## config.mk

```make
export PLATFORM = sky130hd
export DESIGN_NAME = pause_scheduler_flat
export DESIGN_NICKNAME = d
export VERILOG_FILES = /design/src/rtl/pause_scheduler_if.sv /design/src/rtl/pause_scheduler.sv /design/src/flat_wrapper.sv
export SDC_FILE = /design/constraint.sdc
export NUM_CORES = 1
export LEC_CHECK = 0
export CORE_UTILIZATION = 43
export CTS_CLUSTER_SIZE = 25
export DETAILED_ROUTE_END_ITERATION = 12
export MAX_ROUTING_LAYER = met4
export PLACE_DENSITY = 0.77
export SLEW_MARGIN = 10
export SYNTH_ARGS = -nofsm -noshare
export SYNTH_HDL_FRONTEND = slang
export SYNTH_SLANG_ARGS = --single-unit
```

## constraint.sdc

```tcl
create_clock -name clk -period 1.73 [get_ports clk]
set_clock_uncertainty 0.15 [all_clocks]
set_input_delay 0.173 -clock clk [delete_from_list [all_inputs] [get_ports clk]]
set_output_delay 0.173 -clock clk [all_outputs]
set_load 0.05 [all_outputs]
```

## src/rtl/pause_scheduler_if.sv

```systemverilog
// Pause-control bundle between the FIFO watermark side (master) and the pause scheduler (slave).
interface pause_scheduler_if #(
  parameter int NUM_PORTS = 4
);
  logic [NUM_PORTS-1:0] above_high;
  logic [NUM_PORTS-1:0] below_low;
  logic [NUM_PORTS-1:0] port_mask;
  logic                 pause_req;
  logic [15:0]          pause_val;
  logic [NUM_PORTS-1:0] port_paused;
  logic                 pause_active;

  modport master (
    output above_high, below_low, port_mask,
    input  pause_req, pause_val, port_paused, pause_active
  );

  modport slave (
    input  above_high, below_low, port_mask,
    output pause_req, pause_val, port_paused, pause_active
  );
endinterface

```

## src/rtl/pause_scheduler.sv

```systemverilog
// Shares one MAC 802.3x pause port among NUM_PORTS FIFOs: watermark hysteresis -> XOFF/XON pulses,
// 2-cycle input-to-pulse latency, no backpressure; define PAUSE_REFRESH_EN for periodic XOFF re-send.
module pause_scheduler #(
  parameter int          NUM_PORTS      = 4,
  parameter logic [15:0] PAUSE_QUANTA   = 16'hFFFF,
  parameter int          MIN_GAP        = 16,
  parameter int unsigned REFRESH_CYCLES = 32768
) (
  input  logic              clk,
  input  logic              reset,
  pause_scheduler_if.slave  bus
);

  typedef enum logic {IDLE, PAUSED} state_t;

  localparam logic [15:0] GAP_LIMIT = 16'(MIN_GAP);

  state_t               state;
  state_t               state_nxt;
  logic [NUM_PORTS-1:0] paused_q;
  logic [NUM_PORTS-1:0] paused_nxt;
  logic [15:0]          gap_cnt;
  logic                 gap_ok;
  logic                 any_cong;
  logic                 refresh_due;
  logic                 fire;
  logic [15:0]          val_nxt;
  logic                 pause_req_q;
  logic [15:0]          pause_val_q;

  // The input relevant to the current state wins when both watermarks are asserted.
  assign paused_nxt = (paused_q & ~bus.below_low) | (~paused_q & bus.above_high);
  assign any_cong   = |(paused_q & bus.port_mask);
  // The !pause_req_q term keeps pulses apart even when MIN_GAP is 1.
  assign gap_ok     = (gap_cnt >= GAP_LIMIT) && !pause_req_q;

`ifdef PAUSE_REFRESH_EN
  localparam logic [31:0] REFRESH_LAST = 32'(REFRESH_CYCLES - 1);

  logic [31:0] refresh_cnt;

  always_ff @(posedge clk) begin
    if (reset) begin
      refresh_cnt <= '0;
    end else if (fire) begin
      refresh_cnt <= '0;
    end else if (state == PAUSED && refresh_cnt != '1) begin
      refresh_cnt <= refresh_cnt + 32'd1;
    end
  end

  assign refresh_due = (refresh_cnt >= REFRESH_LAST);
`else
  logic unused_cfg;
  assign unused_cfg  = ^REFRESH_CYCLES;
  assign refresh_due = 1'b0;
`endif

  always_ff @(posedge clk) begin
    if (reset) begin
      state <= IDLE;
    end else begin
      state <= state_nxt;
    end
  end

  always_comb begin
    state_nxt = state;
    fire      = 1'b0;
    val_nxt   = pause_val_q;
    case (state)
      IDLE: begin
        if (any_cong && gap_ok) begin
          fire      = 1'b1;
          val_nxt   = PAUSE_QUANTA;
          state_nxt = PAUSED;
        end
      end
      PAUSED: begin
        if (!any_cong) begin
          if (gap_ok) begin
            fire      = 1'b1;
            val_nxt   = 16'h0000;
            state_nxt = IDLE;
          end
        end else if (refresh_due && gap_ok) begin
          fire    = 1'b1;
          val_nxt = PAUSE_QUANTA;
        end
      end
      default: state_nxt = IDLE;
    endcase
  end

  always_ff @(posedge clk) begin
    if (reset) begin
      paused_q    <= '0;
      gap_cnt     <= GAP_LIMIT;
      pause_req_q <= 1'b0;
      pause_val_q <= 16'h0000;
    end else begin
      paused_q    <= paused_nxt;
      pause_req_q <= fire;
      pause_val_q <= val_nxt;
      if (fire) begin
        gap_cnt <= 16'd1;
      end else if (gap_cnt < GAP_LIMIT) begin
        gap_cnt <= gap_cnt + 16'd1;
      end
    end
  end

  assign bus.pause_req    = pause_req_q;
  assign bus.pause_val    = pause_val_q;
  assign bus.port_paused  = paused_q;
  assign bus.pause_active = (state == PAUSED);

endmodule

```

## src/flat_wrapper.sv

```systemverilog
// flat-port wrapper written by rule: the top's interface ports become plain ports
module pause_scheduler_flat 
#(
  parameter int          NUM_PORTS      = 4,
  parameter logic [15:0] PAUSE_QUANTA   = 16'hFFFF,
  parameter int          MIN_GAP        = 16,
  parameter int unsigned REFRESH_CYCLES = 32768
)
  (clk, reset, bus_above_high, bus_below_low, bus_port_mask, bus_pause_req, bus_pause_val, bus_port_paused, bus_pause_active);
  pause_scheduler_if #(.NUM_PORTS(NUM_PORTS)) bus_i ();
  input  logic clk;
  input  logic reset;
  input wire logic [$bits(bus_i.above_high)-1:0] bus_above_high;
  input wire logic [$bits(bus_i.below_low)-1:0] bus_below_low;
  input wire logic [$bits(bus_i.port_mask)-1:0] bus_port_mask;
  output wire logic [$bits(bus_i.pause_req)-1:0] bus_pause_req;
  output wire logic [$bits(bus_i.pause_val)-1:0] bus_pause_val;
  output wire logic [$bits(bus_i.port_paused)-1:0] bus_port_paused;
  output wire logic [$bits(bus_i.pause_active)-1:0] bus_pause_active;
  assign bus_i.above_high = bus_above_high;
  assign bus_i.below_low = bus_below_low;
  assign bus_i.port_mask = bus_port_mask;
  assign bus_pause_req = bus_i.pause_req;
  assign bus_pause_val = bus_i.pause_val;
  assign bus_port_paused = bus_i.port_paused;
  assign bus_pause_active = bus_i.pause_active;
  pause_scheduler #(.NUM_PORTS(NUM_PORTS), .PAUSE_QUANTA(PAUSE_QUANTA), .MIN_GAP(MIN_GAP), .REFRESH_CYCLES(REFRESH_CYCLES)) u_core (.clk(clk), .reset(reset), .bus(bus_i));
endmodule
```

Word level (Yosys, flattened, before mapping)

Index checks and enable logic that the tools add are counted.

Flip-flop bits (word level): 38

Reduce and logical (&&, ||, !) cells: 7
Eq/ne operators: 3
Bitwise operators: 7
Add/subtract/negate cells: 1
Magnitude comparators: 2
Muxes and demuxes: 13

Operators by type and width:

| cell                                                                                  | number |
|---|---|
| 16-bit 2-to-1 mux                                                                     | 3 |
| 16-bit one-hot mux with 2 select lines                                                | 1 |
| 16-bit by 1-bit adder with 16-bit output (second input constant)                      | 1 |
| 16-bit by 5-bit greater-or-equal comparator with 1-bit output (second input constant) | 1 |
| 16-bit by 5-bit < comparator with 1-bit output (second input constant)                | 1 |
| 4-bit bitwise AND                                                                     | 3 |
| 5-bit 2-to-1 mux                                                                      | 2 |
| 4-bit inverter                                                                        | 2 |
| 1-bit 2-to-1 mux                                                                      | 5 |
| 2-bit != test (second input constant)                                                 | 2 |
| 4-bit OR                                                                              | 1 |
| 1-bit one-hot mux with 2 select lines                                                 | 2 |
| 4-bit OR reduction                                                                    | 1 |
| 3-bit AND reduction                                                                   | 1 |
| 1-bit logical AND                                                                     | 2 |
| 2-bit by 1-bit != test with 1-bit output (second input constant)                      | 1 |
| 2-bit nonzero test                                                                    | 1 |
| 2-bit OR reduction                                                                    | 1 |
| 1-bit zero test                                                                       | 1 |
| 1-bit inverter                                                                        | 1 |

Longest topological paths before layout

Gate-level depths: netlist (run 1).

Depth in word-level cells: 6
Depth in mapped cells: 5

Worst setup path before layout (run 1)

OpenSTA, ideal clock, no wires.

Path type: reg2reg
Start point: register u_core.paused_q[2], in the netlist u_core.bus.port_paused[2]
End point: register u_core.gap_cnt[0]
Cell stages (with the launch flop): 5
Setup slack: -0.048 ns
Data arrival time: 1.509 ns
Clock period less this slack: 1.778 ns
Cells stage by stage: dfxtp_1 > a22oi_1 > a21o_1 > and3b_1 > o31a_1

Cells in the longest elaborated chain, start to end: 6
Elaborated cells on any way between the ends: 8
Classes of those cells: mux: 4; bitwise: 1; reduce/logical: 3

Ends and longest elaborated chain:

| element                                                | line                   | text |
|---|---|---|
| start: declaration                                     | pause_scheduler.sv:20  | `logic [NUM_PORTS-1:0] paused_q;` |
| start signal: assignment                               | pause_scheduler.sv:102 | `paused_q <= paused_nxt;` |
| 4-bit bitwise AND (*)                                  | pause_scheduler.sv:33  | `assign any_cong = \|(paused_q & bus.port_mask);` |
| 4-bit OR reduction (*)                                 | pause_scheduler.sv:33  |  |
| 1-bit logical AND                                      | pause_scheduler.sv:73  | `if (any_cong && gap_ok) begin` |
| 1-bit 2-to-1 mux                                       | pause_scheduler.sv:73  |  |
| 1-bit one-hot mux with 2 select lines (*)              | pause_scheduler.sv:71  | `case (state)` |
| 5-bit 2-to-1 mux or 2-bit nonzero test (tied branches) | n/a                    |  |
| end signal: assignment                                 | pause_scheduler.sv:108 | `gap_cnt <= gap_cnt + 16'd1;` |
| end: declaration                                       | pause_scheduler.sv:22  | `logic [15:0] gap_cnt;` |

Mark *: on every way between the ends. The rest lies on a longest branch, timed or not.
A chain may end at the register's enable or synchronous reset.

Worst setup path in the final report (run 1)

Start point: register u_core.paused_q[1], in the netlist u_core.bus.port_paused[1]
End point: register u_core.gap_cnt[1]

Cells in the longest elaborated chain, start to end: 6
Elaborated cells on any way between the ends: 7
Classes of those cells: mux: 3; bitwise: 1; reduce/logical: 3

Ends and longest elaborated chain:

| element                                   | line |
|---|---|
| 4-bit bitwise AND (*)                     | pause_scheduler.sv:33 |
| 4-bit OR reduction (*)                    | pause_scheduler.sv:33 |
| 1-bit logical AND                         | pause_scheduler.sv:73 |
| 1-bit 2-to-1 mux                          | pause_scheduler.sv:73 |
| 1-bit one-hot mux with 2 select lines (*) | pause_scheduler.sv:71 |
| 2-bit OR reduction (no source line) (*)   | n/a |

Marked as above.

==> flow_summary_export.csv, run 1 <==
group,metric,value,unit
yosys,netlist.area_leader.share,0.455,
detailed_routing,drt-wirelength-per-cell,13.1,um
cells_and_area,finalNonFillerCells,162,
yosys,syn_area_per_cell,9.36,sq um
critical_path,critPathRequiredTime,1.79,ns
yosys,synth_top_area_cell,"dfxtp_1",
yosys,synth_top_cells_by_count,"23 x dfxtp_1, 16 x buf_4, 11 x and2_1",
global_routing,antenna_found_initial,0,
place,pre_cts_slack,-0.414,ns
place,routabilityCongestion,0.714,
sta,finalSetupViolations,0,
detailed_routing,ant_nets,0,
place,portBuffers,35,
cts,cts_sinks,23,
place,dpl.cell_count,158,
floorplanning,die_y,50.5,um
yosys,ys_ff_latch,23,
sta,max_freq,0.625,GHz
global_routing,grt_max_degree,17,
yosys,synth_warnings,0,
yosys,seq_area_frac_synth,0.455,
yosys,synth_edf_count,0,
detailed_routing,drt_wl_total,2.13,mm
global_routing,track_usage,0.201,
yosys,netlist_area,1010,sq um
sta,rsz0062_at_grt,"false",
detailed_routing,viasPerCell,5.14,
cts,cts_inserted_buffers,3,
sta,setup_ws,0.130,ns
sta,hold_viol,0,
detailed_routing,drc,0,
sta,slew_viol_final,0,
cells_and_area,drive_gt1_frac,0.284,
detailed_routing,drt_iter0_markers,6,
global_routing,grt_pass1_vias,807,
cts,clk_latency,0.31,ns
cts,root_buffer,"clkbuf_4",
place,place_hpwl,1.66,mm
floorplanning,die_x,50.5,um
floorplanning,rows,17,
power_and_ir_drop,vdd_ir_drop_max,1.04,mV
yosys,ys_types,28,
floorplanning,initial_core_util,0.457,
yosys,synth.net_count,124,
outcome,status,"finished clean",
yosys,synth-async-reset-ratio,0,
power_and_ir_drop,p_leak,0.000645,uW
sta,finalCriticalPeriod,1.60,ns
critical_path,cp.arrival,1.66,ns
global_routing,grt_pass1_wl,3.69,mm
cells_and_area,antennaDiodeCount,0,
global_routing,grt-ovfl-total,0,
cells_and_area,area_delta_synth_final,49.8,%
yosys,post-synth-top-count-cell,"dfxtp_1",
hold_path,min-delay-path-class,"input pin to flip-flop",
floorplanning,ioPinCount,36,
critical_path,endpoint_kind,"flip-flop",
cts,cts_setup_buffers,0,
yosys,synth_area_leaders,"dfxtp_1 46%, buf_4 12%, and2_1 6.8%",
detailed_routing,first_pass_iters,4,
sta,relSlewSlack,0.762,
cells_and_area,final_nets,151,
yosys,synth-main-ff-cell,"dfxtp_1",
job,drv_cap,0,
cts,htree_num_levels,1,
floorplanning,die_area,2550,sq um
cts,clockBufferDepth,2,
critical_path,crit_fanout,4,
critical_path,start_kind,"flip-flop",
floorplanning,core,2210,sq um
power_and_ir_drop,p_per_area,1410,nW/um^2
sta,worst_pin_slew,0.353,ns
sta,finalCritPeriodShare,0.925,
cts,clk_pin_slew,0.12,ns
cts,tritoncts,"done",
critical_path,path_class,"flip-flop to flip-flop",
yosys,netlist_instances,108,
detailed_routing,via_count,832,
-- layout make-up --
class | count | area, sq um
timing repair buffer | 40 | 546
sequential | 23 | 464
inverter | 10 | 37.5
multi-input combinational | 57 | 404
tap | 28 | 35.0
clock buffer | 3 | 22.5
clock inverter | 1 | 5.00
fill | 177 | 698
-- stage by stage --
stage	instance area [sq um]	total power [uW]	setup TNS (ns)	hold WS, ns	utilization
2_1_floorplan	1010	1390	0	0.127	-
3_3_place_gp	1470	1870	-3.08	0.295	0.663
3_5_place_dp	1470	1890	-4.81	0.296	0.663
4_1_cts	1500	2140	0	0.302	0.678
5_1_grt	1510	2220	0	0.329	0.684
6_report	1510	2130	0	0.301	0.684
-- final timing paths --
kind         depth (start not counted)                 startpoint  slack (ns)                   endpoint
max                                  5  u_core.bus.port_paused[1]        0.13          u_core.gap_cnt[1]
min                                  3          bus_above_high[3]        0.30  u_core.bus.port_paused[3]
max reg2reg                          5  u_core.bus.port_paused[1]        0.13          u_core.gap_cnt[1]
min reg2reg                          1          u_core.gap_cnt[8]        0.33          u_core.gap_cnt[8]
-- report_power, final --
part           total, uW  switching [uW]  internal [uW]
Clock                241             154           86.4
Sequential           613            43.0            570
Combinational       1280             712            567
-- state kept, by name, summed over array words and instances (netlist names), named ones only --
register / flops
u_core.gap_cnt: 16
u_core.bus.port_paused: 4
u_core.bus.pause_req: 1
u_core.bus.pause_val: 1
-- cells in the final DEF, fill, tap and decap left out --
cell and instances:
a22oi_2 1, a31oi_4 1, o311ai_1 1, o21ai_0 2
clkdlybuf4s50_1 13, clkinv_2 1, nor3_1 2, a22oi_1 1
a211oi_1 1, o311ai_0 1, nand3_1 5, a41o_1 1
buf_12 17, inv_1 10, and3_2 1, mux2i_1 4
a31oi_1 1, and2_2 1, a21o_1 2, and3_1 2
a21oi_1 1, nor2_1 6, ha_1 2, nand2_1 1
buf_4 10, o31a_1 1, nor4_1 3, dfxtp_2 3
or3_1 1, o41ai_1 3, clkbuf_4 3, and3b_1 1
dfxtp_1 20, and2_1 11
-- critical path: stages, from the launching register on --
cell and delay, ns:
dfxtp_1 0.39, a22oi_1 0.10, buf_4 0.15, a21o_1 0.20, and3b_1 0.23, o41ai_1 0.28
-- repair_timing --
item                                    CTS  global route
hold buffers                              0             0
gates resized for setup                   1             3
pin swaps                                 0             1
endpoints found under the setup margin   11            16
-- cell families after synthesis --
group           count (synthesis)  synth area share
buf+inv                        28             0.165
flops                          23             0.455
mux                             4            0.0396
compound gates                 17             0.126
simple gates                   34             0.189
fa+ha+maj                       2            0.0247
-- metal layers --
metal / track usage / wire, um / share of wire / vias to the layer above
li1: - / - / - / 412
met5: - / 0 / 0 / -
met4: 0.111 / 51 / 0.024 / 0
met1: 0.218 / 898 / 0.42 / 391
met2: 0.338 / 1060 / 0.50 / 24
met3: 0.0455 / 119 / 0.056 / 5
Power figures use the tool's default switching activity.
==> run 2, diff against run 1 <==
Settings changed: SLEW_MARGIN 10 to default.
==> results of run 2 <==
Final layout, timing and power as in run 1 (identical DEF).
==> run 3, diff against run 2 <==
Settings changed: CELL_PAD_IN_SITES_DETAIL_PLACEMENT from default to 1, CELL_PAD_IN_SITES_GLOBAL_PLACEMENT from default to 1, CORE_UTILIZATION 43 to 32, PLACE_DENSITY 0.77 to default, PLACE_DENSITY_LB_ADDON from default to 0.1, SLEW_MARGIN from default to 15.
==> flow_summary_export.csv, run 3 (synthesis gave the netlist of run 1 again) <==
group,metric,value,unit
cells_and_area,largest_register,"u_core.gap_cnt",
detailed_routing,drt-wirelength-per-cell,11.5,um
place,routabilityCongestion,0.757,
detailed_routing,ant_nets,0,
cells_and_area,final_common_cell,"dfxtp_1",
cells_and_area,final_nets,151,
hold_path,whs_path_depth,3,
cts,cts_setup_buffers,0,
critical_path,cp.arrival,1.67,ns
detailed_routing,viasPerCell,4.64,
sta,max_freq,0.640,GHz
cts,clk_latency,0.31,ns
sta,relSlewSlack,0.773,
sta,setup_ws,0.166,ns
place,portBuffers,35,
floorplanning,die_x,58.2,um
global_routing,antenna_found_initial,0,
cells_and_area,nFillCells,333,
floorplanning,initial_core_util,0.334,
sta,rsz0062_at_grt,"false",
cells_and_area,layout_common_cells,"20 x dfxtp_1, 17 x buf_12, 13 x clkdlybuf4s50_1",
sta,finalCriticalPeriod,1.56,ns
hold_path,whs_endpoint,"u_core.bus.port_paused[3]",
detailed_routing,drt_wl_total,2.04,mm
sta,slew_viol_final,0,
sta,worst_pin_slew,0.338,ns
critical_path,cpPeakStageDelay,0.36,ns
power_and_ir_drop,p_leak,0.000646,uW
floorplanning,die_area,3390,sq um
place,dpl.cell_count,174,
global_routing,grt_pass1_wl,3.53,mm
global_routing,track_usage,0.142,
detailed_routing,via_count,826,
cells_and_area,area_delta_synth_final,51.4,%
critical_path,r2r_cells,5,
sta,finalCritPeriodShare,0.904,
sta,hold_viol,0,
critical_path,start_kind,"flip-flop",
cts,root_buffer,"clkbuf_4",
outcome,status,"finished clean",
cts,cts_hold_buf,0,
critical_path,crit_chain,"nor4_1, a31oi_1, a31oi_1, buf_4, and2_2",
sta,tns,0,ns
critical_path,endpoint_kind,"flip-flop",
global_routing,grt_pass1_vias,823,
critical_path,crit_fanout,11,
hold_path,min_from,"bus_above_high[3]",
critical_path,reg2reg_from,"u_core.gap_cnt[15]",
critical_path,path_class,"flip-flop to flip-flop",
floorplanning,rows,20,
floorplanning,ioPinCount,36,
cts,cts_inserted_buffers,3,
global_routing,grt-ovfl-total,0,
power_and_ir_drop,vdd_ir_drop_max,0.584,mV
cts,clockBufferDepth,2,
floorplanning,die_y,58.2,um
critical_path,crit_path_frequent_cell,"a31oi_1",
sta,finalSetupViolations,0,
cts,tritoncts,"done",
detailed_routing,drc,0,
floorplanning,core,3030,sq um
power_and_ir_drop,fin_total_pwr,2120,uW
critical_path,crit_family,"simple AND/OR/NAND/NOR gates",
cells_and_area,finalCoreUtilization,0.505,
detailed_routing,first_pass_iters,3,
detailed_routing,drt_iter0_markers,12,
critical_path,worst-path-buf-inv,1,
cells_and_area,largest_register_ffs,16,
cells_and_area,antennaDiodeCount,0,
cts,htree_num_levels,1,
cts,cts_sinks,23,
hold_path,min-delay-path-class,"input pin to flip-flop",
cells_and_area,drive_gt1_frac,0.291,
critical_path,r2r_slack,0.17,ns
cts,clk_pin_slew,0.13,ns
power_and_ir_drop,p_per_area,1390,nW/um^2
global_routing,grt_max_degree,17,
critical_path,slowest_stage,"nor4_1",
critical_path,r2r-end,"u_core.gap_cnt[13]",
place,pre_cts_slack,-0.152,ns
place,place_hpwl,1.65,mm
critical_path,critPathRequiredTime,1.84,ns
job,drv_cap,0,
cells_and_area,finalNonFillerCells,178,
[run 3: cell types whose count changed in the layout (fill, tap and decap cells not counted)]
cell / delta
a22oi_1: -1
a22oi_2: +1
a31oi_1: +1
a31oi_4: -1
nor4_1: -1
nor4_2: +1
o311ai_0: +1
o311ai_1: -1
[run 3: what timing repair did]
item / in CTS / in global routing
setup endpoints to repair: 0 / 5
gates resized for setup: 0 / 3
hold endpoints to repair: 0 / 0
[run 3: layer usage]
metal | part of all wire | up-vias | GRT usage | routed length (um)
met3 | 0.043 | 4 | 0.0223 | 88
li1 | - | 414 | - | -
met1 | 0.45 | 383 | 0.151 | 912
met2 | 0.48 | 25 | 0.243 | 982
met5 | 0 | - | - | 0
met4 | 0.028 | 0 | 0.0918 | 57
[run 3: tightest hold or removal path, cell delays in order]
cell and delay (ns):
clkdlybuf4s50_1 0.39, mux2i_1 0.12, nor2_1 0.05
[run 3: power by group]
| part | switching [uW] | internal (uW) | leakage [uW] |
|---|---|---|---|
| sequential | 43.6 | 570 | 0.000188 |
| clock | 159 | 86.4 | 0.0000177 |
| combinational | 698 | 567 | 0.000440 |
[run 3: layout make-up]
type / instances / area (sq um) / area share
clock inverters: 1 / 5.00 / 0.00327
inverters: 10 / 37.5 / 0.0245
multi-input cells: 57 / 400 / 0.262
well taps: 44 / 55.1 / 0.0360
repair buffers: 40 / 546 / 0.356
flip-flops and latches: 23 / 464 / 0.303
clock buffers: 3 / 22.5 / 0.0147
[run 3: worst max-delay path by stage]
stage,from,depth (start not counted),to
floorplan,u_core.bus.port_paused[1],4,u_core.gap_cnt[0]
global placement,bus_port_mask[2],5,u_core.gap_cnt[0]
detailed placement,bus_port_mask[2],5,u_core.gap_cnt[2]
CTS,u_core.bus.port_paused[2],4,u_core.gap_cnt[2]
global route,u_core.gap_cnt[8],5,u_core.gap_cnt[6]
finish,u_core.gap_cnt[15],5,u_core.gap_cnt[13]
[run 3: metrics by stage]
stage	cell area [sq um]	hold WS (ns)
6_report	1530	0.293
3_3_place_gp	1490	0.294
2_1_floorplan	1010	0.127
5_1_grt	1530	0.315
4_1_cts	1510	0.293
3_5_place_dp	1490	0.295
